--- src/rtl/uart_cmd_parser.sv ---
// Frames SYNC,CMD,LEN,payload,CHK byte packets from the UART receiver and holds each accepted one until acked.
// Optional inter-byte timeout is compiled in with `define UART_CMD_PARSER_TIMEOUT_EN.
module uart_cmd_parser #(
  parameter int          MAX_LEN        = 16,
  parameter logic [7:0]  SYNC_BYTE      = 8'hA5,
  parameter int          TIMEOUT_CYCLES = 50000
) (
  input  logic                       clk,
  input  logic                       rst_n,
  input  logic [7:0]                 rx_data,
  input  logic                       rx_valid,
  input  logic                       pkt_ack,
  input  logic [$clog2(MAX_LEN)-1:0] rd_addr,
  output logic [7:0]                 rd_data,
  output logic                       pkt_valid,
  output logic [7:0]                 pkt_cmd,
  output logic [7:0]                 pkt_len,
  output logic                       err_pulse,
  output logic [1:0]                 err_code,
  output logic [7:0]                 leds
);

  localparam int         AW        = $clog2(MAX_LEN);
  localparam logic [7:0] MAX_LEN_B = 8'(MAX_LEN);

  localparam logic [2:0] S_IDLE = 3'd0;
  localparam logic [2:0] S_CMD  = 3'd1;
  localparam logic [2:0] S_LEN  = 3'd2;
  localparam logic [2:0] S_DATA = 3'd3;
  localparam logic [2:0] S_CHK  = 3'd4;
  localparam logic [2:0] S_HOLD = 3'd5;

  localparam logic [1:0] E_TMO = 2'd0;
  localparam logic [1:0] E_CHK = 2'd1;
  localparam logic [1:0] E_LEN = 2'd2;
  localparam logic [1:0] E_OVR = 2'd3;

  logic [2:0] state_q, state_d;
  logic [7:0] cmd_q, cmd_d;
  logic [7:0] len_q, len_d;
  logic [7:0] idx_q, idx_d;
  logic [7:0] chk_q, chk_d;
  logic       pkt_valid_q, pkt_valid_d;
  logic [7:0] pkt_cmd_q, pkt_cmd_d;
  logic [7:0] pkt_len_q, pkt_len_d;
  logic [7:0] leds_q, leds_d;
  logic       err_pulse_q, err_pulse_d;
  logic [1:0] err_code_q, err_code_d;
  logic [7:0] rd_data_q, rd_data_d;
  logic       buf_we;
  logic [7:0] buf_q [MAX_LEN];

`ifdef UART_CMD_PARSER_TIMEOUT_EN
  logic [31:0] gap_q, gap_d;
`endif

  always_comb begin
    state_d     = state_q;
    cmd_d       = cmd_q;
    len_d       = len_q;
    idx_d       = idx_q;
    chk_d       = chk_q;
    pkt_valid_d = pkt_valid_q;
    pkt_cmd_d   = pkt_cmd_q;
    pkt_len_d   = pkt_len_q;
    leds_d      = leds_q;
    err_pulse_d = 1'b0;
    err_code_d  = err_code_q;
    buf_we      = 1'b0;

    if (rx_valid) begin
      case (state_q)
        S_IDLE: if (rx_data == SYNC_BYTE) state_d = S_CMD;
        S_CMD: begin
          cmd_d   = rx_data;
          chk_d   = rx_data;
          state_d = S_LEN;
        end
        S_LEN: begin
          if (rx_data > MAX_LEN_B) begin
            err_pulse_d = 1'b1;
            err_code_d  = E_LEN;
            state_d     = S_IDLE;
          end else begin
            len_d = rx_data;
            chk_d = chk_q ^ rx_data;
            idx_d = 8'd0;
            state_d = (rx_data == 8'd0) ? S_CHK : S_DATA;
          end
        end
        S_DATA: begin
          buf_we = 1'b1;
          chk_d  = chk_q ^ rx_data;
          if (idx_q == len_q - 8'd1) state_d = S_CHK;
          else                       idx_d   = idx_q + 8'd1;
        end
        S_CHK: begin
          if (rx_data == chk_q) begin
            pkt_cmd_d   = cmd_q;
            pkt_len_d   = len_q;
            leds_d      = cmd_q;
            pkt_valid_d = 1'b1;
            state_d     = S_HOLD;
          end else begin
            err_pulse_d = 1'b1;
            err_code_d  = E_CHK;
            state_d     = S_IDLE;
          end
        end
        S_HOLD: begin
          // The byte is dropped; the held packet must not be disturbed.
          err_pulse_d = 1'b1;
          err_code_d  = E_OVR;
        end
        default: state_d = S_IDLE;
      endcase
    end

    if (state_q == S_HOLD && pkt_ack) begin
      pkt_valid_d = 1'b0;
      state_d     = S_IDLE;
    end

`ifdef UART_CMD_PARSER_TIMEOUT_EN
    gap_d = 32'd0;
    if (state_q != S_IDLE && state_q != S_HOLD && !rx_valid) begin
      if (gap_q == 32'(TIMEOUT_CYCLES - 1)) begin
        err_pulse_d = 1'b1;
        err_code_d  = E_TMO;
        state_d     = S_IDLE;
      end else begin
        gap_d = gap_q + 32'd1;
      end
    end
`endif

    rd_data_d = 8'd0;
    if (32'(rd_addr) < 32'(MAX_LEN)) rd_data_d = buf_q[rd_addr];
  end

  always_ff @(posedge clk or negedge rst_n) begin
    if (!rst_n) begin
      state_q     <= S_IDLE;
      cmd_q       <= 8'd0;
      len_q       <= 8'd0;
      idx_q       <= 8'd0;
      chk_q       <= 8'd0;
      pkt_valid_q <= 1'b0;
      pkt_cmd_q   <= 8'd0;
      pkt_len_q   <= 8'd0;
      leds_q      <= 8'd0;
      err_pulse_q <= 1'b0;
      err_code_q  <= 2'd0;
      rd_data_q   <= 8'd0;
      for (int i = 0; i < MAX_LEN; i++) buf_q[i] <= 8'd0;
`ifdef UART_CMD_PARSER_TIMEOUT_EN
      gap_q       <= 32'd0;
`endif
    end else begin
      state_q     <= state_d;
      cmd_q       <= cmd_d;
      len_q       <= len_d;
      idx_q       <= idx_d;
      chk_q       <= chk_d;
      pkt_valid_q <= pkt_valid_d;
      pkt_cmd_q   <= pkt_cmd_d;
      pkt_len_q   <= pkt_len_d;
      leds_q      <= leds_d;
      err_pulse_q <= err_pulse_d;
      err_code_q  <= err_code_d;
      rd_data_q   <= rd_data_d;
      if (buf_we) buf_q[idx_q[AW-1:0]] <= rx_data;
`ifdef UART_CMD_PARSER_TIMEOUT_EN
      gap_q       <= gap_d;
`endif
    end
  end

  assign rd_data   = rd_data_q;
  assign pkt_valid = pkt_valid_q;
  assign pkt_cmd   = pkt_cmd_q;
  assign pkt_len   = pkt_len_q;
  assign err_pulse = err_pulse_q;
  assign err_code  = err_code_q;
  assign leds      = leds_q;

endmodule
--- config.mk ---
export PLATFORM = sky130hd
export DESIGN_NAME = uart_cmd_parser
export DESIGN_NICKNAME = d
export VERILOG_FILES = /design/src/rtl/uart_cmd_parser.sv
export SDC_FILE = /design/constraint.sdc
export NUM_CORES = 1
export LEC_CHECK = 0
export ABC_AREA = 1
export BUFFER_PORTS_ARGS = -buffer_cell sky130_fd_sc_hd__buf_2
export CELL_PAD_IN_SITES_DETAIL_PLACEMENT = 1
export CELL_PAD_IN_SITES_GLOBAL_PLACEMENT = 1
export CORE_UTILIZATION = 45
export CTS_BUF_LIST = sky130_fd_sc_hd__clkbuf_8
export CTS_CLUSTER_DIAMETER = 60
export DETAILED_ROUTE_END_ITERATION = 7
export PLACE_DENSITY_LB_ADDON = 0.25
export REMOVE_ABC_BUFFERS = 1
export SLEW_MARGIN = 20
export SYNTH_ARGS = -nofsm -noshare
export SYNTH_HDL_FRONTEND = slang
export SYNTH_SLANG_ARGS = --single-unit
--- constraint.sdc ---
create_clock -name clk -period 2.59 [get_ports clk]
set_input_delay 0.518 -clock clk [delete_from_list [all_inputs] [get_ports clk]]
set_output_delay 0.518 -clock clk [all_outputs]
set_load 0.1 [all_outputs]
# Word-level counts from Yosys, hierarchy flattened
# Cells that the tools add are included.
[classes]
eq_ne = 15
n_addsub = 2
mux = 32
n_reduce_logical = 18
bitwise_logic = 4
order_cmp = 4
[ops]
columns = ["cell", "count"]
rows = [
  ["$bwmux 128", 1],
  ["$mux 8", 6],
  ["$bmux 8 s4", 1],
  ["$demux 8 s4", 1],
  ["$pmux 8 s3", 1],
  ["$mux 3", 7],
  ["$pmux 3 s6", 1],
  ["$eq 8x8->1", 2],
  ["$pmux 8 s2", 1],
  ["$reduce_and 3->1", 4],
  ["$reduce_and 4->1", 3],
  ["$ge 5x5->1 const B", 2],
  ["$not 4->5", 2],
  ["$mux 1", 9],
  ["$add 8x1->8 const B", 1],
  ["$eq 8x8->1 const B", 1],
  ["$gt 8x5->1 const B", 1],
  ["$logic_not 8->1", 1],
  ["$ne 2x2->1 const B", 4],
  ["$reduce_bool 2->1", 4],
  ["$sub 8x1->8 const B", 1],
  ["$xor 8x8->8", 1],
  ["$eq 3x2->1 const B", 2],
  ["$eq 3x3->1 const B", 2],
  ["12 further kinds", 16],
]
[word_totals]
word_cells = 102
register_bits = 191
in_bits = 16
out_inout_bits = 36

# Logic depth before layout (Yosys ltp)
# Gate-level depths: netlist (run 1).
[depth]
ltp_word = 6
depth_mapped = 14
mapped_depth_nobuf = 14

# Worst setup path before layout (run 1)
# OpenSTA, ideal clock, no wires.
[synth_path]
path_kind = "register to output"
from = "reg leds[0] (netlist name)"
to = "out pkt_cmd[0]"
n_path_buf = 1
slack_ps = 736
path_stages_with_launch = 2
arrival_ps = 1336
required_ps = 2072
path_cell_list = "dfrtp_1 > buf_4"
[synth_rtl]
columns = ["element", "line_no", "source"]
rows = [
  ["end: declaration", "16", "output logic [7:0] pkt_cmd,"],
]

# Final worst setup path (run 1)
[layout_path]
from = "reg state_q[2]"
to = "reg buf_q[74] (netlist bit)"
[layout_via]
elab_chain_len = 3
[layout_lines]
columns = ["element", "line_no", "source"]
rows = [
  ["start: declaration", "38", "logic [2:0] state_q, state_d;"],
  ["start signal: assignment", "160", "state_q <= state_d;"],
  ["$eq 3x2->1", "72", "case (state_q)"],
  ["$mux 1", "72", ""],
  ["$mux 1", "71", "if (rx_valid) begin"],
  ["end signal: indexed assignment", "172", "if (buf_we) buf_q[idx_q[AW-1:0]] <= rx_data;"],
  ["end: declaration", "51", "logic [7:0] buf_q [MAX_LEN];"],
]
# Every way passes these cells.
# A chain may end at the register's enable or synchronous reset.

==> reports/results.txt, run 1 <==
top cell type's share of synthesized area: 0.526
Synth Register Bits: 191
pin slew with the least headroom to its limit: 0.595 ns
violated checks: negative hold slack
CORE AREA: 19600 um2
average size of a mapped cell: 8.85 um2
total CTS buffers: 17
DRT antenna net count: 0
Die Y-Extent: 144 um
Max clock buf depth: 2
Critical Path Source Type: register
crit path time final: 2.14 ns
via count: 7101
HPWL Detailed: 16300 um
drt wl/cell: 18.1 um
slowest stage delay, CP: 0.46 ns
Crit-path slowest cell: dfrtp_1
Ports: 52
Die W: 144 um
Clock Sinks: 191
pre-CTS setup slack: 0.454 ns
Pwr Density: 726 nW/um2
minimum hold slack: -0.00302 ns
DRT Wirelength: 24100 um
Setup violations, final: 0
Overall Power: 7.24 mW
Worst Path Required: 2.93 ns
worst setup path category: register to register
largest net degree at the start of global routing: 60
drt initial violations: 400
most frequent cells in the layout: nand2_1 (246), dfrtp_1 (191), o21ai_0 (184)
CTS Hold Bufs: 0
Setup TNS: 0 ns
Synth cell types: 34
crit path cell chain: nor2_4 -> inv_2 -> nor2_8 -> inv_4 -> nor2_8 -> inv_4 -> nor2_8 -> nand3_2 -> nand2_1 -> o21ai_2
Worst R2R Path Depth: 10
Mapped Area: 9080 um2
DRC Markers: 0
htree depth: 4
layout cells sized above 1: 0.133
first-pass GRT wire length: 40200 um
final hold vios: 2
initial antenna violation count: 0
sequential-to-total area share from yosys stat: 0.526
CTS tree: built
Crit Path Max Fanout: 18
most common cell after layout, fill and taps aside: nand2_1
die area: 20800 um2
P&R area growth vs syn: 9.85%
number of cells upsized or downsized after cts: 0
Synth area leader: dfrtp_1
GRT overflow: 0
RSZ-0062 raised after global routing: false
layout net count: 1079
worst-skew pair later-pin latency: 0.46 ns
Crit. Startpoint: state_q[2]
CP arrival: 2.47 ns
R2R Path End: buf_q[74]
number of buffers added on ports: 51
row cnt: 51
via count of the first global-routing pass: 7392
run status: complete, but fails checks
Final WS setup: 0.455 ns
Final Skew: 0.0154 ns
most frequent cell on the critical path: nor2_8
post-CTS setup buffers: 0
max-cap viol count: 0
clk slew on worst S/H paths: 0.10 ns
worst setup path endpoint: buf_q[74]
antenna cells: 0
Synthesis Warnings: 0
RD Place Congestion: 0.826
Worst R2R Start: state_q[2]
R2R setup slack: 0.45 ns
Max VDD drop: 0.981 mV
fmax: 468 MHz
Starting Density: 0.463
crit share post-route: 0.824
Synth Instances: 1026
Max Slew Vio Count: 0
first-pass iteration count of the detailed router: 5
Fillers: 2325
vias per cell: 5.33
relative slew slack: 0.603
path type of the worst min-delay path: primary input to asynchronous set/reset pin
Static Leak: 4.76 nW
Synth area leaders: dfrtp_1 (53%), nand2_1 (10%), o21ai_0 (10%)
Tot GR Track Use: 0.257
Setup crit end kind: register
fin util: 0.509
clk root buf: clkbuf_8
-- critical path, delay by kind of cell, from the launching register on --
kind | cells | cell delay [ns]
buf+inv | 3 | 0.31
flops | 1 | 0.46
simple gates | 6 | 1.18
compound gates | 1 | 0.07
-- registers in the layout, indices dropped and copies added, names as in the netlist, 2 cells and up --
signal and count:
buf_q 128, chk_q 8, cmd_q 8, err_code 2, idx_q 8, leds 8
len_q 8, pkt_len 8, rd_data 8, state_q 3
-- through the flow --
step                instances  instance area, um2
global route             1332                9970
CTS                      1332                9970
detailed placement       1304                9580
global placement         1304                9580
floorplan                 961                8760
finish                   1332                9970
-- Yosys cell counts (all sizes together) --
| cell | number |
|---|---|
| nand2 | 252 |
| o21ai | 218 |
| dfrtp | 191 |
| inv | 91 |
| clkbuf | 42 |
| a21oi | 34 |
| mux2i | 32 |
| o211ai | 32 |
| nand3 | 31 |
| nor2 | 31 |
| buf | 23 |
| nand4 | 11 |
| mux2 | 9 |
| xnor2 | 9 |
| xor2 | 7 |
| ha | 5 |
| nor3 | 3 |
| nand3b | 2 |
| or2 | 2 |
| nor4 | 1 |
-- how the worst min path moves through the flow --
| stage | start | endpoint | slack (ns) | cells past startpoint |
|---|---|---|---|---|
| 2_1_floorplan | rst_n | buf_q[0] | 0.22 | 0 |
| 3_3_place_gp | buf_q[126] | buf_q[126] | 0.46 | 2 |
| 3_5_place_dp | buf_q[127] | buf_q[127] | 0.47 | 2 |
| 4_1_cts | rst_n | buf_q[83] | 0.03 | 1 |
| 5_1_grt | rst_n | buf_q[83] | 0.03 | 1 |
| 6_report | rst_n | buf_q[83] | -0.003 | 1 |
-- cells by family (layout without fill, tap and decap cells) --
group / after synthesis / in the layout / synth area share
simple gates: 333 / 333 / 0.162
compound gates: 284 / 284 / 0.169
flops: 191 / 191 / 0.526
mux: 41 / 41 / 0.0464
fa+ha+maj: 5 / 5 / 0.00689
buf+inv: 156 / 197 / 0.0739
xor+xnor: 16 / 16 / 0.0154
-- power by group --
| part | total [mW] | internal, mW | switching, mW |
|---|---|---|---|
| Clock | 2.03 | 1.00 | 1.02 |
| Sequential | 3.49 | 3.28 | 0.210 |
| Combinational | 1.72 | 0.493 | 1.23 |
| Total | 7.24 | 4.77 | 2.46 |
-- per-layer routing --
| layer | global-route usage | routed length [um] | vias up |
|---|---|---|---|
| li1 | - | - | 3438 |
| met1 | 0.343 | 11300 | 3525 |
| met2 | 0.429 | 11700 | 113 |
| met3 | 0.0414 | 718 | 25 |
| met4 | 0.0795 | 389 | 0 |
| met5 | 0 | 0 | - |
-- cell type report --
class / count / area (um2) / share of cell area
timing repair buffer: 78 / 494 / 0.0495
sequential: 191 / 4780 / 0.479
clock buffer: 20 / 275 / 0.0276
multi-input combinational: 679 / 3630 / 0.364
tap: 265 / 332 / 0.0332
inverter: 91 / 347 / 0.0347
clock inverter: 8 / 118 / 0.0118
No activity file was read; power rests on OpenSTA's default activity.
==> run 2, diff against run 1 <==
clock period = 2.05 ns   (was 2.59 ns; I/O delays follow)
==> reports/results.txt, run 2 (synthesis results as in run 1) <==
run status: finished, final reports clean
fmax: 520 MHz
Starting Density: 0.463
Internal: 6.31 mW
slowest stage delay, CP: 0.47 ns
Clock Sinks: 191
Clk pwr share: 0.302
path type of the worst min-delay path: primary input to register
Ports: 52
htree depth: 4
DRC Markers: 0
Max clock buf depth: 2
pin slew with the least headroom to its limit: 0.640 ns
antenna cells: 0
Pwr Density: 930 nW/um2
max-cap viol count: 0
first-pass iteration count of the detailed router: 4
P&R area growth vs syn: 13.1%
layout net count: 1094
row cnt: 51
worst setup path category: register to register
worst-skew pair later-pin latency: 0.47 ns
CP arrival: 2.27 ns
Cells after DPL: 1314
die area: 20800 um2
drt initial violations: 365
vias per cell: 5.32
Final Skew: 0.0107 ns
drt wl/cell: 18.1 um
most common cell after layout, fill and taps aside: nand2_1
HPWL Detailed: 16400 um
GRT overflow: 0
Reg with most FFs: buf_q
RSZ-0062 raised after global routing: true
initial antenna violation count: 0
first-pass GRT wire length: 39600 um
DRT antenna net count: 0
Setup violations, final: 0
clk slew on worst S/H paths: 0.10 ns
number of flip-flops in the largest register: 128
final std cells w/o fill: 1351
layout cells sized above 1: 0.154
most frequent cells in the layout: nand2_1 (244), dfrtp_1 (189), o21ai_0 (183)
Static Leak: 4.89 nW
via count: 7191
largest net degree at the start of global routing: 59
total CTS buffers: 17
Sequential Power Share: 0.461
Crit-path slowest cell: dfrtp_2
number of buffers added on ports: 51
Comb pwr share: 0.238
NetSw: 3.24 mW
Die W: 144 um
crit path cell chain: nor2_4 -> inv_2 -> nor2_8 -> inv_4 -> nor2_8 -> inv_4 -> nor2_8 -> nand3_4 -> nand2_1 -> o21ai_1
DRT Wirelength: 24500 um
CP top delay family: simple AND/OR/NAND/NOR gates
crit share post-route: 0.938
relative slew slack: 0.573
most frequent cell on the critical path: nor2_8
CORE AREA: 19600 um2
crit path time final: 1.92 ns
Max Slew Vio Count: 0
CTS tree: built
via count of the first global-routing pass: 7421
minimum hold slack: 0.220 ns
Net Sw Frac: 0.339
Crit Path Max Fanout: 9
Overall Power: 9.55 mW
WP buf/inv: 3
final hold vios: 0
Max VDD drop: 0.704 mV
Die Y-Extent: 144 um
Worst Path Required: 2.40 ns
Critical Path Source Type: register
Setup TNS: 0 ns
RD Place Congestion: 0.870
Setup crit end kind: register
Tot GR Track Use: 0.252
clk root buf: clkbuf_8
[run 2: cell count changes in the layout (fill, tap and decap cells not counted), sizes merged]
| cell | before | now |
|---|---|---|
| clkbuf | 21 | 19 |
| inv | 93 | 96 |
| dlygate4sd3 | 0 | 1 |
| clkinvlp | 2 | 1 |
| nand3 | 31 | 32 |
| buf | 77 | 90 |
| clkinv | 1 | 3 |
| bufinv | 3 | 5 |
[run 2: power by group through the flow]
stage	combinational [mW]	sequential [mW]	clock [mW]
2_1_floorplan	1.21	4.74	0
3_3_place_gp	2.15	4.46	0
3_5_place_dp	2.22	4.47	0
4_1_cts	2.25	4.40	2.94
5_1_grt	2.56	4.45	3.07
6_report	2.27	4.40	2.88
[run 2: worst paths after layout]
kind / from / to / slack [ns] / cells after the start
worst max-delay path: state_q[2] / buf_q[83] / 0.13 / 10
worst max register to register: state_q[2] / buf_q[83] / 0.13 / 10
worst min-delay path: pkt_ack / pkt_valid / 0.22 / 4
min in group asynchronous: rst_n / buf_q[72] / 0.48 / 2
max in group asynchronous: rst_n / buf_q[15] / 0.93 / 3
worst min register to register: buf_q[25] / buf_q[25] / 0.49 / 2
[run 2: per-layer routing]
metal,GRT usage,vias to the layer above,share of wire
met3,0.0374,19,0.027
li1,-,3482,-
met1,0.334,3598,0.46
met5,0,-,0
met4,0.0582,0,0.012
met2,0.432,92,0.50
[run 2: worst min-delay path, stage by stage]
cell and delay [ns]:
buf_2 0.09, nand2_1 0.05, inv_1 0.06, nor2_1 0.05
[run 2: what timing repair did]
action	4_1_cts	5_1_grt
gates resized for setup	0	12
buffers inserted	0	3
endpoints found under the setup margin	0	42
endpoints found under the hold margin	48	0
hold buffers	1	0
[run 2: final cells by class]
type                            instances  area (um2)
Inverter                               91         347
Clock buffer                           18         248
Sequential cell                       191        4780
Timing Repair Buffer                   92         664
Clock inverter                         14         214
Tap cell                              265         332
Multi-Input combinational cell        680        3680
Fill cell                            2359        9320
[run 2: stage by stage]
step | util | instance area [um2] | worst slack, ns
after global routing | 0.524 | 10300 | -0.00990
final | 0.524 | 10300 | 0.127
after CTS | 0.520 | 10200 | 0.0832
after floorplan | - | 8760 | 0.133
after global placement | 0.496 | 9720 | 0.152
after detailed placement | 0.496 | 9720 | 0.0882
